$ cat config.mk
export PLATFORM = sky130hd
export DESIGN_NAME = usb_tx_nrzi_stuffer
export DESIGN_NICKNAME = d
export VERILOG_FILES = /design/src/rtl/usb_tx_nrzi_stuffer.sv
export SDC_FILE = /design/constraint.sdc
export NUM_CORES = 1
export LEC_CHECK = 0
export BUFFER_PORTS_ARGS = -buffer_cell sky130_fd_sc_hd__buf_4
export CAP_MARGIN = 20
export CORE_ASPECT_RATIO = 0.8
export CORE_MARGIN = 4
export CORE_UTILIZATION = 50
export CTS_BUF_LIST = sky130_fd_sc_hd__clkbuf_4
export CTS_CLUSTER_DIAMETER = 120
export CTS_CLUSTER_SIZE = 16
export DETAILED_ROUTE_END_ITERATION = 7
export PLACE_DENSITY_LB_ADDON = 0.1
export SETUP_SLACK_MARGIN = 0.3
export SYNTH_ARGS = -nofsm -noshare
export SYNTH_HDL_FRONTEND = slang
export SYNTH_SLANG_ARGS = --single-unit
$ cat constraint.sdc
create_clock -name clock -period 1.7 [get_ports clock]
set_clock_uncertainty 0.15 [all_clocks]
set_input_delay 0.17 -clock clock [delete_from_list [all_inputs] [get_ports clock]]
set_output_delay 0.17 -clock clock [all_outputs]
set_load 0.005 [all_outputs]
$ cat src/rtl/usb_tx_nrzi_stuffer.sv
// -----------------------------------------------------------------------------
// usb_tx_nrzi_stuffer
//
// Transmit line stage of the USB controller. It takes the LSB-first serial
// bitstream from the packet shifter at one bit per clock. It inserts stuffed
// bits, NRZI-encodes the result, appends the EOP and drives the full-speed
// differential pair.
//
// Handshake: a bit transfers on a rising clock edge where bit_valid & bit_ready
// are both high. bit_ready depends only on the FSM state, never on bit_valid.
// bit_in and last_bit are only looked at on a transfer cycle. If bit_valid is
// low while bit_ready is high, the packet ends early: an EOP is emitted and
// underrun is flagged.
//
// Line timing: dp/dm are registered and follow the state by one cycle.
// done/underrun are registered in the same way, so they pulse together with
// the final J level on the line.
//
// Ports:
//   clock      system clock, one bit time per cycle
//   reset_n    asynchronous active-low reset
//   start      one-cycle packet start pulse (ignored while busy)
//   bit_in     serial data bit from the shifter
//   bit_valid  bit_in is valid this cycle
//   last_bit   bit_in is the final packet bit
//   bit_ready  bit accepted this cycle (low in stuff/EOP/idle cycles)
//   dp, dm     registered D+/D- line levels
//   busy       packet in progress, until the cycle after the final J
//   done       one-cycle pulse with the final J on the line
//   underrun   pulses with done when the packet was aborted
//   state_dbg  current FSM state for observation
// -----------------------------------------------------------------------------
module usb_tx_nrzi_stuffer #(
    parameter int STUFF_LEN      = 6,
    parameter int EOP_SE0_CYCLES = 2
) (
    input  logic       clock,
    input  logic       reset_n,
    input  logic       start,
    input  logic       bit_in,
    input  logic       bit_valid,
    input  logic       last_bit,
    output logic       bit_ready,
    output logic       dp,
    output logic       dm,
    output logic       busy,
    output logic       done,
    output logic       underrun,
    output logic [2:0] state_dbg
);

    localparam int OW = $clog2(STUFF_LEN + 1);
    localparam int SW = $clog2(EOP_SE0_CYCLES + 1);

    typedef enum logic [2:0] {
        IDLE    = 3'd0,
        SEND    = 3'd1,
        STUFF   = 3'd2,
        EOP_SE0 = 3'd3,
        EOP_J   = 3'd4
    } state_t;

    state_t        state, state_next;
    logic          level;        // current NRZI level, 1 = J
    logic          level_next;   // level after the bit presented this cycle
    logic [OW-1:0] ones_cnt;
    logic [SW-1:0] se0_cnt;
    logic          abort_flag;
    logic          stuff_last;   // the bit that triggered the stuff was last

    assign bit_ready  = (state == SEND);
    assign busy       = (state != IDLE) || done;
    assign state_dbg  = state;
    // NRZI encoding: a 0 toggles the line and a 1 holds it.
    assign level_next = bit_in ? level : ~level;

    // State register.
    always_ff @(posedge clock or negedge reset_n) begin
        if (!reset_n) begin
            state <= IDLE;
        end else begin
            state <= state_next;
        end
    end

    // Next-state logic.
    always_comb begin
        state_next = state;
        case (state)
            IDLE: begin
                if (start) state_next = SEND;
            end
            SEND: begin
                if (!bit_valid) begin
                    state_next = EOP_SE0;
                end else if (bit_in && (ones_cnt == OW'(STUFF_LEN - 1))) begin
                    // The stuff bit goes out before any EOP, even on the last bit.
                    state_next = STUFF;
                end else if (last_bit) begin
                    state_next = EOP_SE0;
                end
            end
            STUFF: begin
                state_next = stuff_last ? EOP_SE0 : SEND;
            end
            EOP_SE0: begin
                if (se0_cnt == SW'(EOP_SE0_CYCLES - 1)) state_next = EOP_J;
            end
            EOP_J: begin
                state_next = IDLE;
            end
            default: state_next = IDLE;
        endcase
    end

    // Datapath: NRZI level, line registers, counters and status pulses.
    always_ff @(posedge clock or negedge reset_n) begin
        if (!reset_n) begin
            level      <= 1'b1;
            dp         <= 1'b1;
            dm         <= 1'b0;
            ones_cnt   <= '0;
            se0_cnt    <= '0;
            abort_flag <= 1'b0;
            stuff_last <= 1'b0;
            done       <= 1'b0;
            underrun   <= 1'b0;
        end else begin
            done     <= 1'b0;
            underrun <= 1'b0;
            case (state)
                IDLE: begin
                    level      <= 1'b1;
                    dp         <= 1'b1;
                    dm         <= 1'b0;
                    ones_cnt   <= '0;
                    se0_cnt    <= '0;
                    abort_flag <= 1'b0;
                    stuff_last <= 1'b0;
                end
                SEND: begin
                    if (bit_valid) begin
                        level      <= level_next;
                        dp         <= level_next;
                        dm         <= ~level_next;
                        ones_cnt   <= bit_in ? (ones_cnt + OW'(1)) : '0;
                        stuff_last <= last_bit;
                    end else begin
                        // The line holds its level for this cycle. SE0 follows.
                        abort_flag <= 1'b1;
                    end
                end
                STUFF: begin
                    level    <= ~level;
                    dp       <= ~level;
                    dm       <= level;
                    ones_cnt <= '0;
                end
                EOP_SE0: begin
                    dp      <= 1'b0;
                    dm      <= 1'b0;
                    se0_cnt <= (se0_cnt == SW'(EOP_SE0_CYCLES - 1)) ? '0 : (se0_cnt + SW'(1));
                end
                EOP_J: begin
                    level      <= 1'b1;
                    dp         <= 1'b1;
                    dm         <= 1'b0;
                    done       <= 1'b1;
                    underrun   <= abort_flag;
                    abort_flag <= 1'b0;
                    se0_cnt    <= '0;
                end
                default: begin
                    level <= 1'b1;
                    dp    <= 1'b1;
                    dm    <= 1'b0;
                end
            endcase
        end
    end

endmodule

; After elaboration in Yosys (flattened, before gate mapping)
; Index checks and enable logic that the tools add are counted.
[word_totals]
regBits = 15
latch_bits = 0
ramBits = 0
rom_bits = 0
input_bits = 6
out_inout_bits = 9
wordCells = 65
memories = 0
[op_classes]
addsub = 2
mul = 0
div = 0
magnitude_cmp = 0
eq_ne = 11
shift = 0
n_mux = 24
bitwise_logic = 3
n_reduce_logical = 15
[ops]
columns = cell, count
row1 = 2-to-1 mux 3 bit, 7
row2 = case mux 3 bit (4 select lines), 1
row3 = "inequality test 2 bit, second input constant", 4
row4 = AND reduction 2 bit, 4
row5 = nonzero test 2 bit, 4
row6 = 2-to-1 mux 1 bit, 7
row7 = "equality test 3 x 2 -> 1 bit, second input constant", 2
row8 = "equality test 3 bit, second input constant", 2
row9 = case mux 1 bit (2 select lines), 3
row10 = case mux 1 bit (3 select lines), 2
row11 = case mux 3 bit (2 select lines), 1
row12 = 2-to-1 mux 2 bit, 2
row13 = "inequality test 4 x 3 -> 1 bit, second input constant", 1
row14 = case mux 2 bit (2 select lines), 1
row15 = OR reduction 2 bit, 2
row16 = "adder 3 x 1 -> 3 bit, second input constant", 1
row17 = "equality test 3 x 1 -> 1 bit, second input constant", 1
row18 = logical NOT 3 bit, 1
row19 = inverter 1 bit, 3
row20 = AND reduction 3 bit, 1
row21 = nonzero test 3 bit, 1
row22 = "adder 2 x 1 -> 2 bit, second input constant", 1
row23 = "equality test 2 x 1 -> 1 bit, second input constant", 1
row24 = logical AND 1 bit, 1
row25 = logical OR 1 bit, 1

; Depth between registers and ports, before layout
; Gate-level depths: netlist of the first run.
[depth]
depth_word = 5
mapped_depth = 6
depth_no_buf = 6

; Worst setup path before layout of the first run
; No wires, ideal clock.
[synth_path]
path_kind = reg-to-reg
startpoint = register level
endpoint = register level
setup_time_ps = 77
t_arrival_ps = 1230
t_required_ps = 1473
slack_ps = 243
path_stages_with_launch = 5
path_buffers = 1
period_less_slack_ps = 1457
path_cell_list = dfstp_2 -> clkbuf_1 -> nor4bb_1 -> o21ai_0 -> a21o_1
[synth_between]
elab_chain_len = 4
[synth_lines]
columns = element, line
row1 = start: declaration, 64  ; logic level;
row2 = start signal: assignment, 143  ; level <= level_next;
row3 = start signal: assignment, 154  ; level <= ~level;
row4 = inverter 1 bit, "75, 154"
row5 = 2-to-1 mux 1 bit, 75  ; assign level_next = bit_in ? level : ~level;
row6 = 2-to-1 mux 1 bit, 142  ; if (bit_valid) begin
row7 = case mux 1 bit (3 select lines) (*), 131  ; case (state)
; Mark *: on every way between the ends. The rest lies on a longest branch, timed or not. The select of a mux whose other input is x is not followed.
; A chain may end at the register's enable or synchronous reset.

; Worst setup path in the final report of the first run
[layout_path]
startpoint = register ones_cnt[1]
endpoint = register state[0] (netlist: state_dbg[0])
[layout_between]
elab_chain_len = 5
elab_cells_between_ends = 7
classes_between = eq/ne (2) / mux (3) / reduce/logical (2)
[layout_lines]
columns = element, line
row1 = start: declaration, 66  ; logic [OW-1:0] ones_cnt;
row2 = start signal: assignment, 146  ; ones_cnt <= bit_in ? (ones_cnt + OW'(1)) : '0;
row3 = equality test 3 bit (*), 96  ; end else if (bit_in && (ones_cnt == OW'(STUFF_LEN - 1))) begin
row4 = logical AND 1 bit (*), 96
row5 = 2-to-1 mux 3 bit, 96
row6 = 2-to-1 mux 3 bit, 94  ; if (!bit_valid) begin
row7 = case mux 3 bit (4 select lines), 89  ; case (state)
row8 = end signal: assignment, 82  ; state <= state_next;
row9 = end: declaration, 63  ; state_t state, state_next;
; Mark *: on every way between the ends. The rest lies on a longest branch, timed or not.

==> results of run 1 <==
==> synthesized netlist by cell type <==
cell type  instances  share of area, %
nand4bb_4          1               3.3
buf_4              1              0.90
nor4bb_1           1               1.2
xor2_1             2               2.1
and2_1             1              0.75
nor3_1             6               3.6
ha_1               2               3.0
dfstp_2            2               6.3
o31ai_1            1              0.90
nand2_1            6               2.7
a21oi_2            1               1.1
a32o_1             2               2.4
nor2_1            10               4.5
buf_2              2               1.2
or2_2              1              0.75
a311oi_1           1               1.1
mux2i_1            1               1.2
a21oi_1            8               4.8
o221a_2            1               1.4
dfrtp_1           13                39
or3_1              2               1.5
nand3b_1           2               1.8
nand2b_1           5               3.8
and3_1             2               1.5
clkbuf_1           2              0.90
o21ai_0            6               3.6
a31oi_1            1              0.75
buf_6              1               1.4
a21o_1             1              0.90
inv_1              4               1.8
==> final timing paths <==
path                              from      endpoint  slack, ns  cells after the start
setup / recovery           ones_cnt[1]  state_dbg[0]       0.19                      6
hold / removal                  bit_in   ones_cnt[2]       0.08                      3
setup reg to reg           ones_cnt[1]  state_dbg[0]       0.19                      6
hold reg to reg             abort_flag    abort_flag       0.35                      2
max in group asynchronous      reset_n         level       1.02                      2
min in group asynchronous      reset_n            dm       0.13                      2
==> power by group through the flow <==
stage	clock network (mW)	logic (mW)	registers, mW
final	0.214	1.38	0.663
after global routing	0.241	1.48	0.676
after CTS	0.218	1.13	0.641
after detailed placement	0	0.789	0.669
after global placement	0	0.780	0.661
after floorplan	0	0.591	0.596
==> repair_timing <==
action,4_1_cts,5_1_grt
gates resized for setup,19,18
buffers inserted,12,1
hold buffers,2,0
pin swaps,8,4
endpoints found under the setup margin,12,13
endpoints found under the hold margin,16,0
==> sequential cells by signal, indices dropped and copies added (netlist names) <==
name	cells
ones_cnt	3
se0_cnt	2
abort_flag	1
dm	1
level	1
underrun	1
done	1
dp	1
stuff_last	1
state_dbg	3
==> stage by stage <==
step	setup slack, ns	instances	instance area [µm²]	util, %
3_3_place_gp	0.1981	122	958.4	65.14
5_1_grt	0.1103	141	1249	84.86
3_5_place_dp	0.1808	122	958.4	65.14
4_1_cts	0.2535	140	1159	78.74
2_1_floorplan	0.2716	89	834.6	-
6_report	0.1902	141	1249	84.86
==> logic make-up after synthesis <==
group           count (synthesis)
compound gates                 22
xor+xnor                        2
fa+ha+maj                       2
buf+inv                        10
flops                          15
mux                             1
simple gates                   37
==> critical path: stages (launching register included) <==
cell      delay (ns)
dfrtp_1         0.39
inv_1           0.06
ha_2            0.16
and3_4          0.19
a31oi_4         0.15
nor2_1          0.07
a311oi_1        0.23
==> area by class of cell <==
class,count,area (µm²)
flip-flops and latches,15,381.6
clock buffers,4,30.03
multi-input cells,64,520.5
inverters,4,15.01
well taps,21,26.28
fillers,72,222.7
repair buffers,33,275.3
==> per-layer routing <==
layer,routed length (µm),vias up
met2,1244,54
met4,91,0
met3,212,16
met1,1098,403
met5,0,-
li1,-,376
==> flow_metrics.tcl, run 1 <==
set metrics [dict create \
    status "finished, final reports clean" \
    rsz0062_at_grt "true" \
    p_int_mw 1.338 \
    top_usage_layer "met2" \
    leakage_nw 0.5655 \
    cp-start-kind "register" \
    yosys_warnings 0 \
    fin_crit_sh_pct 88.81 \
    nets 129 \
    drt_wl_total_um 2645 \
    p_seq_share_pct 29.3 \
    synthesis.nets 97 \
    power.total_mw 2.260 \
    netlist_area_um2 833.3 \
    met2_usage_pct 33.25 \
    final_common_cell "buf_4" \
    clock-sinks 15 \
    pwr_density_cell_mw_per_mm2 1810 \
    firstDrtPassIters 4 \
    hp-class "input port to register" \
    drive_above_1_share_pct 51.67 \
    grt_pass1_wl_um 3498 \
    ys_seq_area_share_pct 45.35 \
    crit_type "register to register" \
    core_mm2 0.001471 \
    avgRoutedWirePerCell_um 18.76 \
    worstMarginPinSlew_ns 0.3013 \
    synth_compound_area_share_pct 16.82 \
    port_buffers 14 \
    syn_to_final_growth_pct 49.85 \
    drc 0 \
    combPwrFrac_pct 61.2 \
    clkTransAtPathRegs_ns 0.08 \
    dp_hpwl_um 1230 \
    ir_drop_v 0.001155 \
    grt_max_degree 16 \
    num_vias 849 \
    setup_viol 0 \
    use_met3_pct 6.397 \
    fp.dieW_um 53.64 \
    dieArea_mm2 0.002388 \
    clkPwrFrac_pct 9.5 \
    synth_top_family_by_area "simple AND/OR/NAND/NOR gates" \
    htreeDepth 1 \
    antenna_found_initial 0 \
    swShare_pct 40.80 \
    cp-end-kind "register" \
    netlist_instances 89 \
    use_met1_pct 26.05 \
    netSwitchingPower_mw 0.9221 \
    timing.final.crit_period_ns 1.510 \
    via_per_inst 6.021 \
    initial_core_util_pct 56.63 \
    grt_pass1_vias 783 \
    ctsRootBufferMaster "clkbuf_4" \
    synth_cell_types 30 \
    max_slew_margin_pct 79.76 \
    max_freq_mhz 662.3 \
    clock_latency_ns 0.29 \
    globalRouteTotalUtil_pct 20.92 \
    clock_path_buffers 2 \
    critical_path.max_fanout 2 \
    ioPinCount 15 \
    whs_ns 0.07593 \
    synth-seq-cells 15 \
    num_rows 12 \
    tns_ns 0 \
    synth-simple-area-share_pct 25.38 \
    synthAdderAreaFrac_pct 3.003 \
    numCtsBuffers 3 \
    layout_common_cells "25 x buf_4, 10 x dfrtp_1, 8 x nor2_1" \
    routabilityCongestion 0.8384 \
    worst_ep_arrival_time_ns 1.55 \
    hold_violations 0 \
    overflow 0 \
    drv_slew 0 \
    n_antenna_cell 0 \
    critical_path_required_ns 1.74 \
    synth_xor_xnor_area_share_pct 2.102 \
    die_h_um 44.52 \
    muxShareOfSynthArea_pct 1.201 \
    syn_avg_cell_area_um2 9.363 \
    drtIter0Drc 39 \
    antenna_left 0 \
    cap_violations 0 \
    cts_tree "built" \
]
Note: power is estimated with default switching activity, not from simulation.
==> run 2, diff against run 1 <==
--- a/config.mk
+++ b/config.mk
@@ -5,15 +5,14 @@
 export SDC_FILE = /design/constraint.sdc
 export NUM_CORES = 1
 export LEC_CHECK = 0
-export BUFFER_PORTS_ARGS = -buffer_cell sky130_fd_sc_hd__buf_4
 export CAP_MARGIN = 20
-export CORE_ASPECT_RATIO = 0.8
 export CORE_MARGIN = 4
-export CORE_UTILIZATION = 50
+export CORE_UTILIZATION = 63
 export CTS_BUF_LIST = sky130_fd_sc_hd__clkbuf_4
 export CTS_CLUSTER_DIAMETER = 120
 export CTS_CLUSTER_SIZE = 16
 export DETAILED_ROUTE_END_ITERATION = 7
+export DONT_BUFFER_PORTS = 1
 export PLACE_DENSITY_LB_ADDON = 0.1
 export SETUP_SLACK_MARGIN = 0.3
 export SYNTH_ARGS = -nofsm -noshare
==> run 2 against run 1 <==
Compared with the run above: utilization grew 11 points; maximum frequency shrank 9.0%; critical path depth shrank 3.
==> flow_metrics.tcl, run 2 (synthesis gave the netlist of run 1 again) <==
set metrics [dict create \
    num_rows 12 \
    port_buffers 0 \
    nets 121 \
    crit_chain "buf_6 -> nor3_4 -> buf_4" \
    crit_family "flip-flops" \
    clock-sinks 15 \
    dieArea_mm2 0.001969 \
    place_area_um2 852.1 \
    clock_path_buffers 2 \
    pwr_density_cell_mw_per_mm2 1973 \
    fin_crit_sh_pct 97.60 \
    cts_tree "built" \
    critical_path.max_fanout 5 \
    drv_slew 0 \
    worst_ep_arrival_time_ns 1.34 \
    fin_util_pct 96.15 \
    num_vias 949 \
    layout_common_cells "16 x buf_4, 10 x dfrtp_1, 9 x nor2_1" \
    overflow 0 \
    drive_above_1_share_pct 41.96 \
    initial_core_util_pct 71.15 \
    whs_ns 0.02644 \
    drc 0 \
    avgRoutedWirePerCell_um 27.55 \
    cp_num_buf_inv 2 \
    via_per_inst 7.532 \
    worst_slack_ns 0.04086 \
    grt_pass1_vias 840 \
    max_freq_mhz 602.7 \
    tns_ns 0 \
    fp.dieW_um 44.37 \
    clkTransAtPathRegs_ns 0.12 \
    dp_cells 102 \
    final_common_cell "buf_4" \
    n_antenna_cell 0 \
    slowest_delay_ns 0.47 \
    cp_slowest_cell "dfrtp_2" \
    hp-class "input port to register" \
    ioPinCount 15 \
    status "finished, final reports clean" \
    antenna_found_initial 0 \
    ctsRootBufferMaster "clkbuf_4" \
    grt_pass1_wl_um 4140 \
    design_area_mm2 0.001126 \
    dp_hpwl_um 1326 \
    rsz0062_at_grt "true" \
    drt_wl_total_um 3471 \
    stdcell_count 126 \
    cp-start-kind "register" \
    cap_violations 0 \
    leakage_nw 0.5045 \
    syn_to_final_growth_pct 35.14 \
    antenna_left 0 \
    worstMarginPinSlew_ns 0.7183 \
    numCtsBuffers 3 \
    grt_max_degree 16 \
    timing.final.crit_period_ns 1.659 \
    setup_viol 0 \
    firstDrtPassIters 4 \
    routabilityCongestion 0.7677 \
    cp-end-kind "primary output" \
    crit_type "register to primary output" \
    power.total_mw 2.222 \
    die_h_um 44.37 \
    ir_drop_v 0.001385 \
    critical_path_required_ns 1.38 \
    htreeDepth 1 \
    hold_violations 0 \
    clock_latency_ns 0.31 \
    dp_slack_ns 0.1758 \
    drtIter0Drc 99 \
    fill_cells 24 \
    globalRouteTotalUtil_pct 29.65 \
    max_slew_margin_pct 51.95 \
    core_mm2 0.001171 \
]
==> run 2: where the power goes <==
group          leakage [nW]  internal [mW]  switching, mW
registers             0.186          0.511          0.197
clock network        0.0177         0.0881          0.152
logic                 0.301          0.601          0.673
total                 0.504           1.20           1.02
==> run 2: per-layer routing <==
metal | track usage (%) | vias to the layer above | share of wire, % | wire length, µm
met5 | 0 | - | 0 | 0
met4 | 17.47 | 0 | 6.1 | 212
met3 | 9.350 | 35 | 16 | 563
met1 | 38.86 | 439 | 33 | 1138
li1 | - | 360 | - | -
met2 | 42.73 | 115 | 45 | 1557
==> run 2: layout make-up <==
type	count	area, µm²	area share (%)
multi-input combinational	64	481.7	42.78
sequential	15	381.6	33.89
timing repair buffer	25	202.7	18.00
clock buffer	3	22.52	2.000
tap	14	17.52	1.556
inverter	4	15.01	1.333
clock inverter	1	5.005	0.4444
==> run 2: path summary, 6_finish.rpt <==
kind | from | endpoint | cells after the start | slack, ns
max | state_dbg[2] | bit_ready | 3 | 0.04
min | bit_in | ones_cnt[2] | 4 | 0.03
max reg2reg | state_dbg[2] | state_dbg[1] | 5 | 0.08
min reg2reg | se0_cnt[1] | state_dbg[2] | 1 | 0.38
max in group asynchronous | reset_n | state_dbg[1] | 1 | 0.71
min in group asynchronous | reset_n | stuff_last | 1 | 0.19
==> run 2: repair_timing <==
item	CTS	global route
hold buffers	4	0
resized for setup	11	14
cloned	1	0
pin swaps	7	5
endpoints found under the setup margin	11	12
buffers inserted	10	5
endpoints found under the hold margin	22	0
==> run 2: worst register-to-register path: cells and delay by family (launching register included) <==
| family | cells | cell delay, ns |
|---|---|---|
| AND/OR/NAND/NOR | 1 | 0.25 |
| flip-flops | 1 | 0.47 |
| buffers and inverters | 2 | 0.33 |
| AO/OA/AOI/OAI | 2 | 0.30 |
==> run 3, diff against run 2 <==
==> constraint.sdc (replaced) <==
create_clock -name clock -period 1.7 [get_ports clock]
set_clock_uncertainty 0.15 [all_clocks]
set_input_delay 0.255 -clock clock [delete_from_list [all_inputs] [get_ports clock]]
set_output_delay 0.255 -clock clock [all_outputs]
set_load 0.005 [all_outputs]
==> run 3 against run 2 <==
Compared with the run above: the flow now finishes with violations (negative hold slack); worst hold slack worse by 0.035 ns; sequential cell count unchanged; via count down 2.4%; global-route usage down 3.9 points; cell area down 1.0%; clock power down 4%; power down 3.7%; utilization down 0.96 points; clock-buffer cell count unchanged; sequential power down 3.4%; largest cell class unchanged.
==> flow_metrics.tcl, run 3 (synthesis gave the netlist of run 1 again) <==
set metrics [dict create \
    status "finished with violations" \
    violations "negative hold slack" \
    pwr_density_cell_mw_per_mm2 1920 \
    die_h_um 44.37 \
    clkTransAtPathRegs_ns 0.10 \
    cts_tree "built" \
    critical_path.max_fanout 3 \
    grt_pass1_vias 749 \
    worstMarginPinSlew_ns 0.6849 \
    cp-end-kind "register" \
    syn_to_final_growth_pct 33.78 \
    drt_wl_total_um 3263 \
    globalRouteTotalUtil_pct 25.72 \
    drtIter0Drc 86 \
    final_common_cell "dfrtp_1" \
    whs_ns -0.008615 \
    num_vias 926 \
    ctsRootBufferMaster "clkbuf_4" \
    clock-sinks 15 \
    dp_cells 101 \
    grt_pass1_wl_um 3574 \
    dieArea_mm2 0.001969 \
    tns_ns 0 \
    clock_path_buffers 2 \
    overflow 0 \
    stdcell_count 123 \
    firstDrtPassIters 4 \
    crit_type "register to register" \
    leakage_nw 0.4845 \
    min_from "bit_valid" \
    htreeDepth 1 \
    initial_core_util_pct 71.15 \
    design_area_mm2 0.001115 \
    critical_path_required_ns 1.72 \
    cap_violations 0 \
    rsz0062_at_grt "true" \
    drive_above_1_share_pct 40.37 \
    grt_max_degree 16 \
    max_freq_mhz 644.0 \
    nets 118 \
    routabilityCongestion 0.7679 \
    fp.dieW_um 44.37 \
    startpoint "ones_cnt[0]" \
    cp-start-kind "register" \
    max_slew_margin_pct 54.19 \
    hp-class "input port to register" \
    core_mm2 0.001171 \
    n_antenna_cell 0 \
    ioPinCount 15 \
    reg2reg_from "ones_cnt[0]" \
    numCtsBuffers 3 \
    timing.final.crit_period_ns 1.553 \
    via_per_inst 7.528 \
    ir_drop_v 0.001271 \
    antenna_left 0 \
    place_area_um2 844.6 \
    hold_violations 1 \
    num_rows 12 \
    setup_viol 0 \
    fin_crit_sh_pct 91.33 \
    worst_ep_arrival_time_ns 1.57 \
    avgRoutedWirePerCell_um 26.53 \
    clock_latency_ns 0.30 \
    drv_slew 0 \
    antenna_found_initial 0 \
    dp_hpwl_um 1208 \
    layout_common_cells "10 x dfrtp_1, 8 x nor2_1, 8 x buf_6, 8 x buf_4" \
    drc 0 \
    port_buffers 0 \
]
## run 3: path summary, 6_finish.rpt
check / to / slack, ns / cells past startpoint
worst max-delay path: ones_cnt[2] / 0.15 / 6
worst min-delay path: dp / -0.009 / 3
worst max register to register: ones_cnt[2] / 0.15 / 6
worst min register to register: stuff_last / 0.35 / 1
max in group asynchronous: state_dbg[2] / 0.66 / 1
min in group asynchronous: state_dbg[0] / 0.27 / 1
## run 3: worst max-delay path, cell delays in order (launching register included)
cell,delay (ns)
dfrtp_1,0.43
buf_4,0.16
ha_1,0.22
nand2_1,0.16
nor3_4,0.06
a21oi_2,0.14
a21oi_1,0.11
## run 3: what timing repair did
action / in CTS / in global routing
hold endpoints to repair: 18 / 0
hold buffers: 4 / 0
resized for setup: 15 / 15
gates cloned: 1 / 0
setup endpoints to repair: 10 / 10
buffers inserted: 8 / 5
pin swaps: 6 / 4
## run 3: final cells by class
class,instances,area (µm²)
multi-input cells,64,470.5
flip-flops and latches,15,381.6
repair buffers,22,200.2
fillers,27,56.30
clock buffers,3,22.52
well taps,14,17.52
inverters,4,15.01
clock inverters,1,7.507
## run 3: power by group
group | total [mW] | leakage [nW] | internal [mW] | switching (mW)
Clock | 0.230 | 0.0139 | 0.0899 | 0.140
Sequential | 0.683 | 0.186 | 0.511 | 0.173
Combinational | 1.23 | 0.285 | 0.572 | 0.655
Total | 2.14 | 0.485 | 1.17 | 0.967
## run 3: per-layer routing
metal / track usage, % / up-vias / routed length, µm
met5: 0 / - / 0
met4: 13.86 / 0 / 208
met3: 5.285 / 29 / 333
met2: 38.37 / 100 / 1527
met1: 34.88 / 446 / 1194
li1: - / 351 / -
## run 3: metrics by stage
stage          power [mW]  util (%)  setup slack [ns]
3_3_place_gp        1.295     72.12            0.2012
5_1_grt             2.216     95.19           0.07974
4_1_cts             1.752     87.07            0.2077
6_report            2.140     95.19            0.1473
3_5_place_dp        1.315     72.12            0.1835
2_1_floorplan       1.186         -            0.2716
